**config.mk**
```make
export PLATFORM = sky130hd
export DESIGN_NAME = fetch_queue_flat
export DESIGN_NICKNAME = d
export VERILOG_FILES = /design/src/rtl/fetch_queue_pkg.sv /design/src/rtl/fetch_queue_if.sv /design/src/rtl/fetch_queue_storage.sv /design/src/rtl/fetch_queue.sv /design/src/flat_wrapper.sv
export SDC_FILE = /design/constraint.sdc
export NUM_CORES = 1
export LEC_CHECK = 0
export CAP_MARGIN = 0
export CORE_ASPECT_RATIO = 0.6
export CORE_MARGIN = 1
export CORE_UTILIZATION = 59
export DETAILED_ROUTE_END_ITERATION = 12
export GPL_TIMING_DRIVEN = 0
export PLACE_DENSITY = 0.88
export SLEW_MARGIN = 10
export SYNTH_ARGS = -nofsm -noshare
export SYNTH_HDL_FRONTEND = slang
export SYNTH_SLANG_ARGS = --single-unit
```
**constraint.sdc**
```tcl
create_clock -name clk -period 5.5 [get_ports clk]
set_input_delay 1.1 -clock clk [delete_from_list [all_inputs] [get_ports clk]]
set_output_delay 1.1 -clock clk [all_outputs]
set_load 0.05 [all_outputs]
```
**src/rtl/fetch_queue_pkg.sv**
```systemverilog
// Shared types and constants for the instruction prefetch queue.
package fetch_pkg;

    localparam int unsigned FQ_AW = 32;
    localparam int unsigned FQ_DW = 32;
    localparam int unsigned PC_STEP = 4;
    localparam logic [FQ_AW-1:0] RESET_PC_DEFAULT = 32'h0000_0000;

    // One buffered fetch: the address and the instruction word read from it.
    typedef struct packed {
        logic [FQ_AW-1:0] pc;
        logic [FQ_DW-1:0] inst;
    } fq_entry_t;

endpackage

```
**src/rtl/fetch_queue_if.sv**
```systemverilog
// Instruction-memory read port and decode-side valid/ready handshake of the fetch queue.
interface fetch_queue_if
    import fetch_pkg::*;
#(
    parameter int unsigned AW = FQ_AW,
    parameter int unsigned DW = FQ_DW
);
    logic          IM_read;
    logic [AW-1:0] IM_addr;
    logic [DW-1:0] IM_out;
    logic          if_valid;
    logic [AW-1:0] if_pc;
    logic [DW-1:0] if_inst;
    logic          if_ready;

    modport master (
        output IM_read, IM_addr, if_valid, if_pc, if_inst,
        input  IM_out, if_ready
    );

    modport slave (
        input  IM_read, IM_addr, if_valid, if_pc, if_inst,
        output IM_out, if_ready
    );
endinterface

```
**src/rtl/fetch_queue_storage.sv**
```systemverilog
// Register ring holding queued {pc, inst} entries; one write port, asynchronous read.
module fq_storage
    import fetch_pkg::*;
#(
    parameter int unsigned DEPTH = 4
) (
    input  logic                     clk,
    input  logic                     we,
    input  logic [$clog2(DEPTH)-1:0] waddr,
    input  fq_entry_t                wdata,
    input  logic [$clog2(DEPTH)-1:0] raddr,
    output fq_entry_t                rdata
);
    fq_entry_t mem_q [DEPTH];

    // Data array carries no reset; validity is tracked by the queue control.
    always_ff @(posedge clk) begin
        if (we) begin
            mem_q[waddr] <= wdata;
        end
    end

    assign rdata = mem_q[raddr];

endmodule

```
**src/rtl/fetch_queue.sv**
```systemverilog
// Instruction prefetch queue: sequential fetch, credit-limited issue, flush/redirect.
// Optional same-cycle bypass of returning read data when empty: FETCH_QUEUE_BYPASS_EN.
module fetch_queue
    import fetch_pkg::*;
#(
    parameter int unsigned   DEPTH    = 4,
    parameter int unsigned   AW       = FQ_AW,
    parameter int unsigned   DW       = FQ_DW,
    parameter logic [AW-1:0] RESET_PC = AW'(RESET_PC_DEFAULT)
) (
    input  logic            clk,
    input  logic            rst,
    input  logic            flush,
    input  logic [AW-1:0]   new_addr,
    fetch_queue_if.master   bus
);
    localparam int unsigned PW = $clog2(DEPTH);
    localparam int unsigned CW = PW + 1;
    localparam int unsigned KW = CW + 1;

    logic [AW-1:0] fetch_pc_q, fetch_pc_d;
    logic [AW-1:0] inflight_pc_q, inflight_pc_d;
    logic          inflight_q, inflight_d;
    logic [PW-1:0] rd_ptr_q, rd_ptr_d;
    logic [PW-1:0] wr_ptr_q, wr_ptr_d;
    logic [CW-1:0] count_q, count_d;

    logic      head_valid_c;
    logic      bypass_c;
    logic      deq_c;
    logic      deq_store_c;
    logic      enq_c;
    logic      issue_c;
    logic [KW-1:0] credit_c;
    fq_entry_t head_c;
    fq_entry_t wr_entry_c;

    fq_storage #(
        .DEPTH (DEPTH)
    ) u_storage (
        .clk   (clk),
        .we    (enq_c),
        .waddr (wr_ptr_q),
        .wdata (wr_entry_c),
        .raddr (rd_ptr_q),
        .rdata (head_c)
    );

    assign head_valid_c = (count_q != '0);
    assign wr_entry_c   = '{pc: FQ_AW'(inflight_pc_q), inst: FQ_DW'(bus.IM_out)};

    // Decode-side view: storage head, or the returning read when bypass is built in.
    always_comb begin
        bypass_c = 1'b0;
`ifdef FETCH_QUEUE_BYPASS_EN
        bypass_c = !head_valid_c && inflight_q;
`endif
        bus.if_valid = head_valid_c || bypass_c;
        bus.if_pc    = '0;
        bus.if_inst  = '0;
        if (bypass_c) begin
            bus.if_pc   = inflight_pc_q;
            bus.if_inst = bus.IM_out;
        end else if (head_valid_c) begin
            bus.if_pc   = AW'(head_c.pc);
            bus.if_inst = DW'(head_c.inst);
        end
    end

    // A read may issue only if every outstanding fetch still has a slot after this dequeue.
    always_comb begin
        deq_c       = bus.if_valid && bus.if_ready;
        deq_store_c = deq_c && head_valid_c;
        enq_c       = inflight_q && !flush && !(bypass_c && deq_c);
        credit_c    = KW'(count_q) + KW'(inflight_q) - KW'(deq_c);
        issue_c     = !rst && !flush && (credit_c < KW'(DEPTH));
        bus.IM_read = issue_c;
        bus.IM_addr = fetch_pc_q;
    end

    always_comb begin
        fetch_pc_d    = fetch_pc_q;
        inflight_pc_d = inflight_pc_q;
        inflight_d    = inflight_q;
        rd_ptr_d      = rd_ptr_q;
        wr_ptr_d      = wr_ptr_q;
        count_d       = count_q;
        if (flush) begin
            fetch_pc_d = new_addr;
            inflight_d = 1'b0;
            rd_ptr_d   = '0;
            wr_ptr_d   = '0;
            count_d    = '0;
        end else begin
            if (enq_c) begin
                wr_ptr_d = wr_ptr_q + PW'(1);
            end
            if (deq_store_c) begin
                rd_ptr_d = rd_ptr_q + PW'(1);
            end
            count_d    = count_q + CW'(enq_c) - CW'(deq_store_c);
            inflight_d = issue_c;
            if (issue_c) begin
                inflight_pc_d = fetch_pc_q;
                fetch_pc_d    = fetch_pc_q + AW'(PC_STEP);
            end
        end
    end

    always_ff @(posedge clk) begin
        if (rst) begin
            fetch_pc_q    <= RESET_PC;
            inflight_pc_q <= '0;
            inflight_q    <= 1'b0;
            rd_ptr_q      <= '0;
            wr_ptr_q      <= '0;
            count_q       <= '0;
        end else begin
            fetch_pc_q    <= fetch_pc_d;
            inflight_pc_q <= inflight_pc_d;
            inflight_q    <= inflight_d;
            rd_ptr_q      <= rd_ptr_d;
            wr_ptr_q      <= wr_ptr_d;
            count_q       <= count_d;
        end
    end

endmodule

```
**src/flat_wrapper.sv**
```systemverilog
// flat-port wrapper written by rule: the top's interface ports become plain ports
module fetch_queue_flat import fetch_pkg::*;
#(
    parameter int unsigned   DEPTH    = 4,
    parameter int unsigned   AW       = FQ_AW,
    parameter int unsigned   DW       = FQ_DW,
    parameter logic [AW-1:0] RESET_PC = AW'(RESET_PC_DEFAULT)
)
  (clk, rst, flush, new_addr, bus_IM_read, bus_IM_addr, bus_if_valid, bus_if_pc, bus_if_inst, bus_IM_out, bus_if_ready);
  fetch_queue_if #(.AW(AW), .DW(DW)) bus_i ();
  input  logic clk;
  input  logic rst;
  input  logic flush;
  input  logic [AW-1:0] new_addr;
  output wire logic [$bits(bus_i.IM_read)-1:0] bus_IM_read;
  output wire logic [$bits(bus_i.IM_addr)-1:0] bus_IM_addr;
  output wire logic [$bits(bus_i.if_valid)-1:0] bus_if_valid;
  output wire logic [$bits(bus_i.if_pc)-1:0] bus_if_pc;
  output wire logic [$bits(bus_i.if_inst)-1:0] bus_if_inst;
  input wire logic [$bits(bus_i.IM_out)-1:0] bus_IM_out;
  input wire logic [$bits(bus_i.if_ready)-1:0] bus_if_ready;
  assign bus_IM_read = bus_i.IM_read;
  assign bus_IM_addr = bus_i.IM_addr;
  assign bus_if_valid = bus_i.if_valid;
  assign bus_if_pc = bus_i.if_pc;
  assign bus_if_inst = bus_i.if_inst;
  assign bus_i.IM_out = bus_IM_out;
  assign bus_i.if_ready = bus_if_ready;
  fetch_queue #(.DEPTH(DEPTH), .AW(AW), .DW(DW), .RESET_PC(RESET_PC)) u_core (.clk(clk), .rst(rst), .flush(flush), .new_addr(new_addr), .bus(bus_i));
endmodule
```
==> impl_metrics.toml <==
[finish]
fin_util = 0.7551
final_cell_mix = "256 x edfxtp_1, 163 x clkdlybuf4s50_1, 77 x nand2_1"
stdcell_count = 1330
area_growth_syn_to_layout_pct = 23.23
final_common_cell = "edfxtp_1"
finish.net_count = 1107
final_layout_size_suffix_gt1_frac = 0.1208
diodes = 0

[clock_tree]
path_clk_slew_ns = 0.07
cts_sinks = 330
cts_htree_levels = 1
cts_tree = "yes"
cts_buffer_depth = 3
worstSkewPairLatency_ns = 0.55
cts_hold_buf = 0
postCtsSetupRepairBufs = 0
cts_inserted_buffers = 29
ctsRootBufferMaster = "clkbuf_16"

[placed_design]
pre_cts_ws_ns = -0.7245
gp_congestion = 0.9081
dp_cells = 1276
hpwl_microns = 19520
numPortBuffers = 164

[grt]
grt_pass1_wl_microns = 46530
grt_util_all_layers = 0.2679
grt_overflow = 0
antenna_found_initial = 0
grt_pass1_vias = 8047
grt_max_degree = 49

[route]
first_pass_iters = 5
ant_nets = 0
drt-wirelength-per-cell_microns = 22.44
drc = 0
wl_microns = 29840
vias = 7989
vias_per_cell = 6.007
initialDrtViolationCount = 784

[setup_path]
crit_required_ns = 4.40
worst-path-buf-inv = 5
crit_fanout = 10
start_kind = "input pin"
cp-end-kind = "output port"
crit_family = "buffers and inverters"
slowest_stage = "o21ai_1"
crit_arrival_ns = 4.18
crit_type = "input pin to output port"
max_stage_delay_ns = 0.52
path_cells = "clkdlybuf4s50_1, and2_1, ha_1, inv_1, ha_1, and3b_4, o21a_1, o21ai_1, inv_1, buf_2, clkdlybuf4s15_2"

[timing]
slew_violations = 0
worst_slack_ns = 0.2185
fin_crit_ns = 5.281
slew_headroom = 0.3708
totalNegativeSetupSlack_ns = 0
max_slew.worst_pin.slew_ns = 0.9352
rsz0062_at_grt = "no"
fin_skew_ns = 0.02807
finalHoldViolations = 0
min_period_over_period = 0.9603
clock.fmax_mhz = 189.3
setup_viol = 0

[run]
cap_violations = 0

[yosys]
netlist-cell-type-count = 45
synth-seq-cells = 330
yosysTopAreaCellShare = 0.5879
synth_nets = 908
seq_area_frac_synth = 0.7012
synthArstFlopShare = 0
syn-mean-instance-area_sq_um = 15.77
syn-instance-count = 829
syn_area_sq_mm = 0.01308
yosys_warnings = 0
ys_top_cells_by_area = "edfxtp_1 59%, dfxtp_1 11%, mux4_2 11%, and2_1 3.2%, nand2_1 2.2%"
synthFlopType = "edfxtp_1"
yosysTopAreaCell = "edfxtp_1"
synth_enable_flop_cells = 256

[die]
coreArea_sq_mm = 0.02134
pin_count = 166
row_count = 41
fp.dieArea_sq_mm = 0.02278
die_x_microns = 194.2
die_h_microns = 117.3
start_util = 0.6127

[min_path]
hold_path.class = "flop to flop"

[run_status]
status = "finished clean"

[power_and_ir_drop]
p_per_area_mw_per_mm2 = 335.5
p_leak_nw = 5.128
power_mw = 5.407
vdd_drop_max_v = 0.0002408
## cell usage after synthesis (5+ instances only)
library cell,instances
a2111oi_0,9
mux4_2,64
or4_1,5
and2_1,67
nand4_1,8
xnor2_1,20
a311oi_1,5
inv_1,17
ha_1,10
a211oi_1,21
and3_1,6
buf_1,8
nand2_1,77
nor2_1,41
nand3_1,11
a21oi_1,42
clkbuf_1,36
edfxtp_1,256
dfxtp_1,74
## state kept, by name, indices dropped and copies added, names as in the netlist, named ones only
| name | flops |
|---|---|
| u_core.u_storage.mem_q | 256 |
| u_core.bus.IM_addr | 32 |
| u_core.inflight_pc_q | 32 |
| u_core.count_q | 3 |
| u_core.rd_ptr_q | 2 |
| u_core.wr_ptr_q | 2 |
| u_core.inflight_q | 1 |
## worst register-to-register path: stages (launching register included)
cell and delay, ns:
dfxtp_1 0.36, or3_1 0.45, and2_1 0.27, ha_1 0.22, inv_1 0.05, ha_1 0.22, and3b_4 0.21, nor4_4 0.38
o21ai_1 0.32, inv_1 0.26, buf_1 0.46, nand2_1 0.23, a21oi_1 0.17
## worst paths after layout
| path | startpoint | end | slack, ns | cells past startpoint |
|---|---|---|---|---|
| worst max-delay path | bus_if_ready | bus_IM_read | 0.22 | 11 |
| worst max register to register | u_core.count_q[1] | u_core.inflight_pc_q[22] | 1.83 | 12 |
| worst min register to register | u_core.inflight_pc_q[13] | u_core.inflight_pc_q[13] | 0.52 | 2 |
| worst min-delay path | u_core.inflight_pc_q[13] | u_core.inflight_pc_q[13] | 0.52 | 2 |
## cell families (layout without fill, tap and decap cells)
family / count (synthesis) / in the layout / synth area share
compound gates: 96 / 96 / 0.04804
xor+xnor: 24 / 24 / 0.01607
fa+ha+maj: 11 / 11 / 0.01110
buf+inv: 65 / 287 / 0.01990
flops: 330 / 330 / 0.7012
mux: 68 / 68 / 0.1133
simple gates: 235 / 235 / 0.09042
## through the flow
stage,hold WS [ns],instance area (sq um)
detailed placement,0.4932,15190
global placement,0.4806,15070
finish,0.5187,16110
floorplan,0.4600,13080
global route,0.5272,16110
CTS,0.5191,16110
## power breakdown
group          switching, mW  internal [mW]
logic                  0.426          0.244
registers             0.0583           2.74
clock network          0.873           1.06
total                   1.36           4.05
## area by class of cell
cell class | instances | area [sq um]
Buffer | 47 | 192.7
Multi-Input combinational cell | 434 | 3682
Fill cell | 1251 | 5226
Tap cell | 279 | 349.1
Timing Repair Buffer | 168 | 1745
Clock buffer | 37 | 788.3
Clock inverter | 17 | 120.1
Sequential cell | 330 | 9169
Inverter | 18 | 67.56
## layer usage
metal	routed length, microns	up-vias	track usage
met2	14140	395	0.4251
li1	-	3567	-
met5	0	-	0
met3	2454	32	0.04142
met1	12850	3995	0.4019
met4	388	0	0.04911
## repair_timing
action                                  CTS  global route
endpoints found under the setup margin    1             1
gates cloned                              0             0
gates resized for setup                   4             1
Power figures use the tool's default switching activity.
